$ cat config.mk
export PLATFORM = sky130hd
export DESIGN_NAME = seq_add_sub
export DESIGN_NICKNAME = d
export VERILOG_FILES = /design/src/rtl/seq_add_sub.sv
export SDC_FILE = /design/constraint.sdc
export NUM_CORES = 1
export LEC_CHECK = 0
export ABC_AREA = 1
export ABC_CLOCK_PERIOD_IN_PS = 8100
export CAP_MARGIN = 15
export CORE_MARGIN = 8
export CORE_UTILIZATION = 55
export CTS_CLUSTER_SIZE = 8
export DETAILED_ROUTE_END_ITERATION = 8
export GPL_TIMING_DRIVEN = 0
export PLACE_DENSITY = 0.86
export SLEW_MARGIN = 5
export SYNTH_ARGS = -nofsm -noshare
export SYNTH_HDL_FRONTEND = slang
export SYNTH_SLANG_ARGS = --single-unit
$ cat constraint.sdc
create_clock -name clk_i -period 8.1 [get_ports clk_i]
set_input_delay 0.81 -clock clk_i [delete_from_list [all_inputs] [get_ports clk_i]]
set_output_delay 0.81 -clock clk_i [all_outputs]
set_load 0.01 [all_outputs]
$ cat src/rtl/seq_add_sub.sv
// seq_add_sub: digit-serial add/subtract unit.
// Processes a WIDTH-bit add or subtract DIGIT bits per clock behind a
// start/busy/done handshake. Returns the sum, the carry out of the MSB and
// the signed overflow.
// Ports:
//   clk_i    clock, all state changes on the rising edge
//   rst_i    synchronous reset, active-high
//   start_i  request; sampled only in IDLE or DONE
//   a_i      operand A (captured on accept)
//   b_i      operand B (captured on accept)
//   cin_i    carry/borrow in (captured on accept)
//   sub_i    0: a+b+cin, 1: a-b-cin (captured on accept)
//   busy_o   high while an operation is running
//   done_o   one-cycle pulse when sum_o/cout_o/ovf_o are updated
//   sum_o    result, held until the next completion
//   cout_o   carry out of the MSB (subtract: 1 = no borrow)
//   ovf_o    signed overflow
module seq_add_sub #(
  parameter int unsigned WIDTH = 16,
  parameter int unsigned DIGIT = 4
) (
  input  logic             clk_i,
  input  logic             rst_i,
  input  logic             start_i,
  input  logic [WIDTH-1:0] a_i,
  input  logic [WIDTH-1:0] b_i,
  input  logic             cin_i,
  input  logic             sub_i,
  output logic             busy_o,
  output logic             done_o,
  output logic [WIDTH-1:0] sum_o,
  output logic             cout_o,
  output logic             ovf_o
);

  localparam int unsigned N     = WIDTH / DIGIT;
  localparam int unsigned CNT_W = (N > 1) ? $clog2(N) : 1;
  localparam int unsigned IDX_W = (WIDTH > 1) ? $clog2(WIDTH) : 1;
  localparam logic [CNT_W-1:0] LAST_CNT = CNT_W'(N - 1);

  // Operands must split into whole digits.
  if ((WIDTH % DIGIT) != 0) begin : g_bad_digit
    $error("seq_add_sub: WIDTH must be a multiple of DIGIT");
  end

  typedef enum logic [1:0] {
    S_IDLE = 2'd0,
    S_RUN  = 2'd1,
    S_DONE = 2'd2
  } state_e;

  state_e           state_q, state_d;
  logic [CNT_W-1:0] cnt_q, cnt_d;
  logic [WIDTH-1:0] a_q, a_d;
  logic [WIDTH-1:0] b_q, b_d;       // B already conditioned for subtract
  logic             carry_q, carry_d;
  logic [WIDTH-1:0] part_q, part_d; // partial result, never on the outputs
  logic [WIDTH-1:0] sum_q, sum_d;
  logic             cout_q, cout_d;
  logic             ovf_q, ovf_d;
  logic             busy_q, busy_d;
  logic             done_q, done_d;

  logic [IDX_W-1:0] base;
  logic [DIGIT-1:0] a_dig;
  logic [DIGIT-1:0] b_dig;
  logic [DIGIT-1:0] dig_sum;
  logic             dig_cout;
  logic             msb_cin;        // carry into the top bit of this digit

  // Ripple-add the current digit slice with the running carry.
  always_comb begin : digit_add
    logic c;
    c        = carry_q;
    msb_cin  = carry_q;
    dig_sum  = '0;
    base     = IDX_W'(cnt_q) * IDX_W'(DIGIT);
    a_dig    = a_q[base +: DIGIT];
    b_dig    = b_q[base +: DIGIT];
    for (int i = 0; i < int'(DIGIT); i++) begin
      msb_cin    = c;
      dig_sum[i] = a_dig[i] ^ b_dig[i] ^ c;
      c          = (a_dig[i] & b_dig[i]) | (c & (a_dig[i] ^ b_dig[i]));
    end
    dig_cout = c;
  end

  // Next-state and output logic.
  always_comb begin : next_state
    state_d = state_q;
    cnt_d   = cnt_q;
    a_d     = a_q;
    b_d     = b_q;
    carry_d = carry_q;
    part_d  = part_q;
    sum_d   = sum_q;
    cout_d  = cout_q;
    ovf_d   = ovf_q;
    busy_d  = 1'b0;
    done_d  = 1'b0;

    case (state_q)
      S_IDLE, S_DONE: begin
        if (start_i) begin
          // Subtract as A + ~B + ~cin so one adder serves both operations.
          state_d = S_RUN;
          a_d     = a_i;
          b_d     = b_i ^ {WIDTH{sub_i}};
          carry_d = cin_i ^ sub_i;
          cnt_d   = '0;
          part_d  = '0;
          busy_d  = 1'b1;
        end else begin
          state_d = S_IDLE;
        end
      end

      S_RUN: begin
        part_d[base +: DIGIT] = dig_sum;
        carry_d               = dig_cout;
        if (cnt_q == LAST_CNT) begin
          state_d = S_DONE;
          done_d  = 1'b1;
          sum_d   = part_d;
          cout_d  = dig_cout;
          ovf_d   = dig_cout ^ msb_cin;
        end else begin
          cnt_d  = cnt_q + CNT_W'(1);
          busy_d = 1'b1;
        end
      end

      default: state_d = S_IDLE;
    endcase
  end

  // State and datapath registers.
  always_ff @(posedge clk_i) begin
    if (rst_i) begin
      state_q <= S_IDLE;
      cnt_q   <= '0;
      a_q     <= '0;
      b_q     <= '0;
      carry_q <= 1'b0;
      part_q  <= '0;
      sum_q   <= '0;
      cout_q  <= 1'b0;
      ovf_q   <= 1'b0;
      busy_q  <= 1'b0;
      done_q  <= 1'b0;
    end else begin
      state_q <= state_d;
      cnt_q   <= cnt_d;
      a_q     <= a_d;
      b_q     <= b_d;
      carry_q <= carry_d;
      part_q  <= part_d;
      sum_q   <= sum_d;
      cout_q  <= cout_d;
      ovf_q   <= ovf_d;
      busy_q  <= busy_d;
      done_q  <= done_d;
    end
  end

  assign busy_o = busy_q;
  assign done_o = done_q;
  assign sum_o  = sum_q;
  assign cout_o = cout_q;
  assign ovf_o  = ovf_q;

endmodule
Yosys cells after proc, flatten, opt, wreduce, memory -nomap -nowiden
Cells that the tools add are included.
{ "word_totals": {"wordCells": 70, "out_inout_bits": 20, "in_bits": 37, "regBits": 73} }
{ "op_classes": {"add_sub_neg": 2, "shifts": 4, "n_reduce_logical": 8, "n_bitwise": 24, "mux": 15, "eq_ne": 6} }
{ "op_table": {"columns": ["cell", "count"], "rows": [
  ["case mux 16 bit (2 select lines)", 1],
  ["indexed part select 16 x 5 -> 4 bit", 2],
  ["bitwise mux 16 bit", 1],
  ["2-to-1 mux 16 bit", 1],
  ["variable shift 4 x 6 -> 16 bit, first input constant", 1],
  ["indexed part select 4 x 6 -> 16 bit", 1],
  ["bitwise XOR 16 bit", 1],
  ["bitwise XOR 1 bit", 10],
  ["AND 1 bit", 8],
  ["case mux 2 bit (2 select lines)", 2],
  ["2-to-1 mux 2 bit", 3],
  ["inequality test 2 bit, second input constant", 3],
  ["negator 4 -> 6 bit", 1],
  ["AND reduction 2 bit", 3],
  ["2-to-1 mux 1 bit", 5],
  ["equality test 2 bit, second input constant", 2],
  ["bitwise OR 1 bit", 4],
  ["case mux 1 bit (2 select lines)", 2],
  ["OR reduction 2 bit", 2],
  ["AND reduction 3 bit", 1],
  ["adder 2 x 1 -> 2 bit, second input constant", 1],
  ["equality test 2 x 1 -> 1 bit, second input constant", 1],
  ["logical NOT 2 bit", 1],
  ["nonzero test 2 bit", 1],
  ["NOT 1 bit", 1]
]} }

Longest topological paths before layout
{ "logic_depth": {"word_depth": 12, "depth_mapped": 15, "depth_no_buf": 14} }

Least setup slack after synthesis
No wires, ideal clock.
{ "synth_timing": {"path_kind": "register to register", "from": "register cnt_q[0]", "to": "register part_q[15]", "setup_ns": 0.135, "path_buffers": 2, "arrival_ns": 2.829, "setup_slack_ns": 5.136, "synth_period_minus_slack_ns": 2.964, "stages_incl_launch_ff": 16, "t_required_ns": 7.965, "path_cell_list": "dfxtp_1 buf_2 buf_2 o21ai_0 o22a_1 fa_1 inv_1 fa_1 inv_1 fa_1 inv_1 fa_1 nand3_1 o21bai_1 nand2_1 a21oi_2"} }
{ "synth_between": {"elab_chain_len": 12} }
{ "synth_lines": {"columns": ["item", "line_no", "source"], "rows": [
  ["start, declared", "53", "logic [CNT_W-1:0] cnt_q, cnt_d;"],
  ["start signal, assigned", "153", "cnt_q <= cnt_d;"],
  ["indexed part select 16 x 5 -> 4 bit (on tied branches)", "78, 79", null],
  ["bitwise XOR 1 bit", "82, 83", null],
  ["AND 1 bit", "83", "c = (a_dig[i] & b_dig[i]) | (c & (a_dig[i] ^ b_dig[i]));"],
  ["bitwise OR 1 bit", "83", null],
  ["AND 1 bit", "83", null],
  ["bitwise OR 1 bit", "83", null],
  ["AND 1 bit", "83", null],
  ["bitwise OR 1 bit", "83", null],
  ["bitwise XOR 1 bit", "82", "dig_sum[i] = a_dig[i] ^ b_dig[i] ^ c;"],
  ["indexed part select 4 x 6 -> 16 bit", "119", "part_d[base +: DIGIT] = dig_sum;"],
  ["bitwise mux 16 bit (*)", "119", null],
  ["case mux 16 bit (2 select lines) (*)", "102", "case (state_q)"],
  ["end signal, assigned", "157", "part_q <= part_d;"],
  ["end, declared", "57", "logic [WIDTH-1:0] part_q, part_d;"]
]} }
Mark *: on every way between the ends. The rest lies on a longest branch, timed or not.
A chain may end at the register's enable or synchronous reset.

Final worst setup path
Ends and elaborated chain as after synthesis.

==> qor.yml <==
setup_viol: 0
intPower_mw: 0.633
syn_avg_cell_area_um2: 7.61
slowest_stage: "fa_1"
drt-initial-drc-count: 190
worstMarginPinSlew_ns: 0.551
globalplace.congestion: 0.897
synth_common_cells: "87 x nand2_1, 73 x dfxtp_1, 64 x nor2_1, 48 x o21ai_0, 32 x nand3_1"
coreArea_mm2: 0.00624
synth.most_common_cell: "nand2_1"
cp_common_cell: "fa_1"
grt_max_degree: 13
cp_cell_sequence: "buf_2 > buf_2 > o21ai_0 > o22a_1 > fa_1 > inv_1 > fa_1 > inv_1 > fa_1 > inv_1 > fa_1 > nand3_1 > o21bai_1 > nand2_1 > a21oi_2"
min_path_type: "reg2reg"
initial_core_util_pct: 55.7
p_sw_share_pct: 26.5
ys_types: 29
routed_wirelength_um: 8290
io_pins: 57
worst_ep_required_time_ns: 8.31
antenna_found_initial: 0
fin_worst_skew_ns: 0.00693
synth_edf_count: 0
clkLatencyLatePin_ns: 0.35
p_seq_share_pct: 44.9
cts_tree: "built"
synth_cells: 457
pwr-share-clk_pct: 36.7
drt_drc_violations_left: 0
wire_per_inst_um: 13.7
synth_flop_cell: "dfxtp_1"
async_flop_share_pct: 0
cts_sinks: 73
cp.arrival_ns: 3.71
critPathTopFamily: "adder cells"
vias: 3247
power.leakage_nw: 1.83
num_rows: 29
hold_viol_final: 0
area_delta_synth_final_pct: 24.7
critPathMaxStageDelay_ns: 0.45
netlist_area_mm2: 0.00348
holdWs_ns: 0.464
start_kind: "flip-flop"
power.density_mw_per_mm2: 198
overflow: 0
via_per_inst: 5.38
first_pass_iters: 5
hold_buffers: 0
timing.fmax_mhz: 286
vdd_ir_drop_max_mv: 0.127
tns_ns: 0
finalCriticalPeriod_ns: 3.49
netlist.area_leader.share_pct: 42.0
ys_top_cells_by_area: "dfxtp_1 42%, nand2_1 9.4%, o21ai_0 6.9%"
syn_nets: 504
grt_use_total_pct: 19.3
path_clk_slew_ns: 0.07
post_cts_buffers: 0
port_buffers: 54
path_buf_inv: 5
grt_pass1_vias: 3236
dieArea_mm2: 0.00913
drv_cap: 0
critPathMaxFanout: 10
diodes: 0
synth-seq-cells: 73
period_share_pct: 43.1
power_frac_comb_pct: 18.4
cts_root_buf: "clkbuf_8"
fin_nets: 569
post_cts_resized: 0
drv_slew: 0
slew_headroom_pct: 63.3
cts_max_level: 3
die_h_um: 95.5
chipWidth_um: 95.5
yosysWarnings: 0
rsz0062_at_grt: "false"
drive_gt1_share_pct: 12.5
p_switching_mw: 0.228
ys_seq_area_share_pct: 42.0
critPathKind: "reg2reg"
synth_area_leader_cell: "dfxtp_1"
outcome: "finished, final reports clean"
dp_hpwl_um: 6080
postRouteAntennaNets: 0
cp-end-kind: "flip-flop"
grt_pass1_wl_um: 14000
cts-buffers-inserted: 9
clk_path_buf_depth: 2
## state kept, by name, indices dropped and copies added, names as in the netlist
signal,flops
busy_o,1
part_q,16
a_q,16
cout_o,1
sum_o,16
carry_q,1
b_q,16
done_o,1
state_q,2
cnt_q,2
ovf_o,1
## kinds of logic (layout without fill, tap and decap cells)
kind of cell	count (synthesis)	in the layout	share of synthesized area, %
AOI/OAI and AO/OA	99	99	16.3
xor gates and xnor gates	18	18	4.53
DFF	73	73	42.0
adders and majority gates	10	10	4.46
and+or+nand+nor	199	199	24.5
buffers and inverters	58	128	8.20
## path summary, 6_finish.rpt
| kind | start | to | slack, ns | cells past startpoint |
|---|---|---|---|---|
| min reg2reg | part_q[1] | part_q[1] | 0.46 | 2 |
| min | part_q[1] | part_q[1] | 0.46 | 2 |
| max | cnt_q[0] | part_q[15] | 4.61 | 15 |
| max reg2reg | cnt_q[0] | part_q[15] | 4.61 | 15 |
## layout make-up
type | count | area [um^2]
plain buffers | 27 | 169
clock buffers | 14 | 163
clock inverters | 2 | 60.1
fillers | 512 | 1900
inverters | 31 | 116
multi-input cells | 326 | 1730
flip-flops and latches | 73 | 1460
well taps | 77 | 96.3
repair buffers | 54 | 541
## power groups by stage
stage	Combinational [mW]	Sequential (mW)	Clock [mW]
2_1_floorplan	0.106	0.391	0
5_1_grt	0.175	0.388	0.336
4_1_cts	0.156	0.386	0.320
3_5_place_dp	0.154	0.394	0
6_report	0.158	0.387	0.316
3_3_place_gp	0.148	0.394	0
## worst min-delay path: stages, from the launching register on
cell     delay [ns]
dfxtp_1        0.31
nand2_1        0.06
a21oi_1        0.05
## stage by stage
stage	std cells	total power, mW	instance area (um^2)	setup WS (ns)	util (%)
after global routing	604	0.899	4340	4.44	69.5
after detailed placement	588	0.548	4120	4.76	65.9
after global placement	588	0.542	4120	4.84	65.9
after floorplan	457	0.497	3480	5.14	-
after CTS	604	0.862	4340	4.66	69.5
final	604	0.861	4340	4.61	69.5
## layout by cell type (no fill, tap or decap), drive strengths merged
cell type / count
a21oi: 37
a22o: 1
buf: 22
bufinv: 2
clkbuf: 19
clkdlybuf4s50: 54
dfxtp: 73
fa: 4
ha: 6
inv: 31
nand2: 99
nand3: 32
nor2: 67
o21ai: 48
o21bai: 6
o22a: 3
o22ai: 4
or2: 1
xnor2: 17
xor2: 1
## per-layer routing
layer  global-route usage, %  vias up  share of wire, %
li1                        -     1601                 -
met1                    22.8     1486                41
met2                    33.2      138                50
met3                    4.33       22               7.4
met4                    7.43        0               1.7
met5                       0        -                 0
Power figures use the tool's default switching activity.
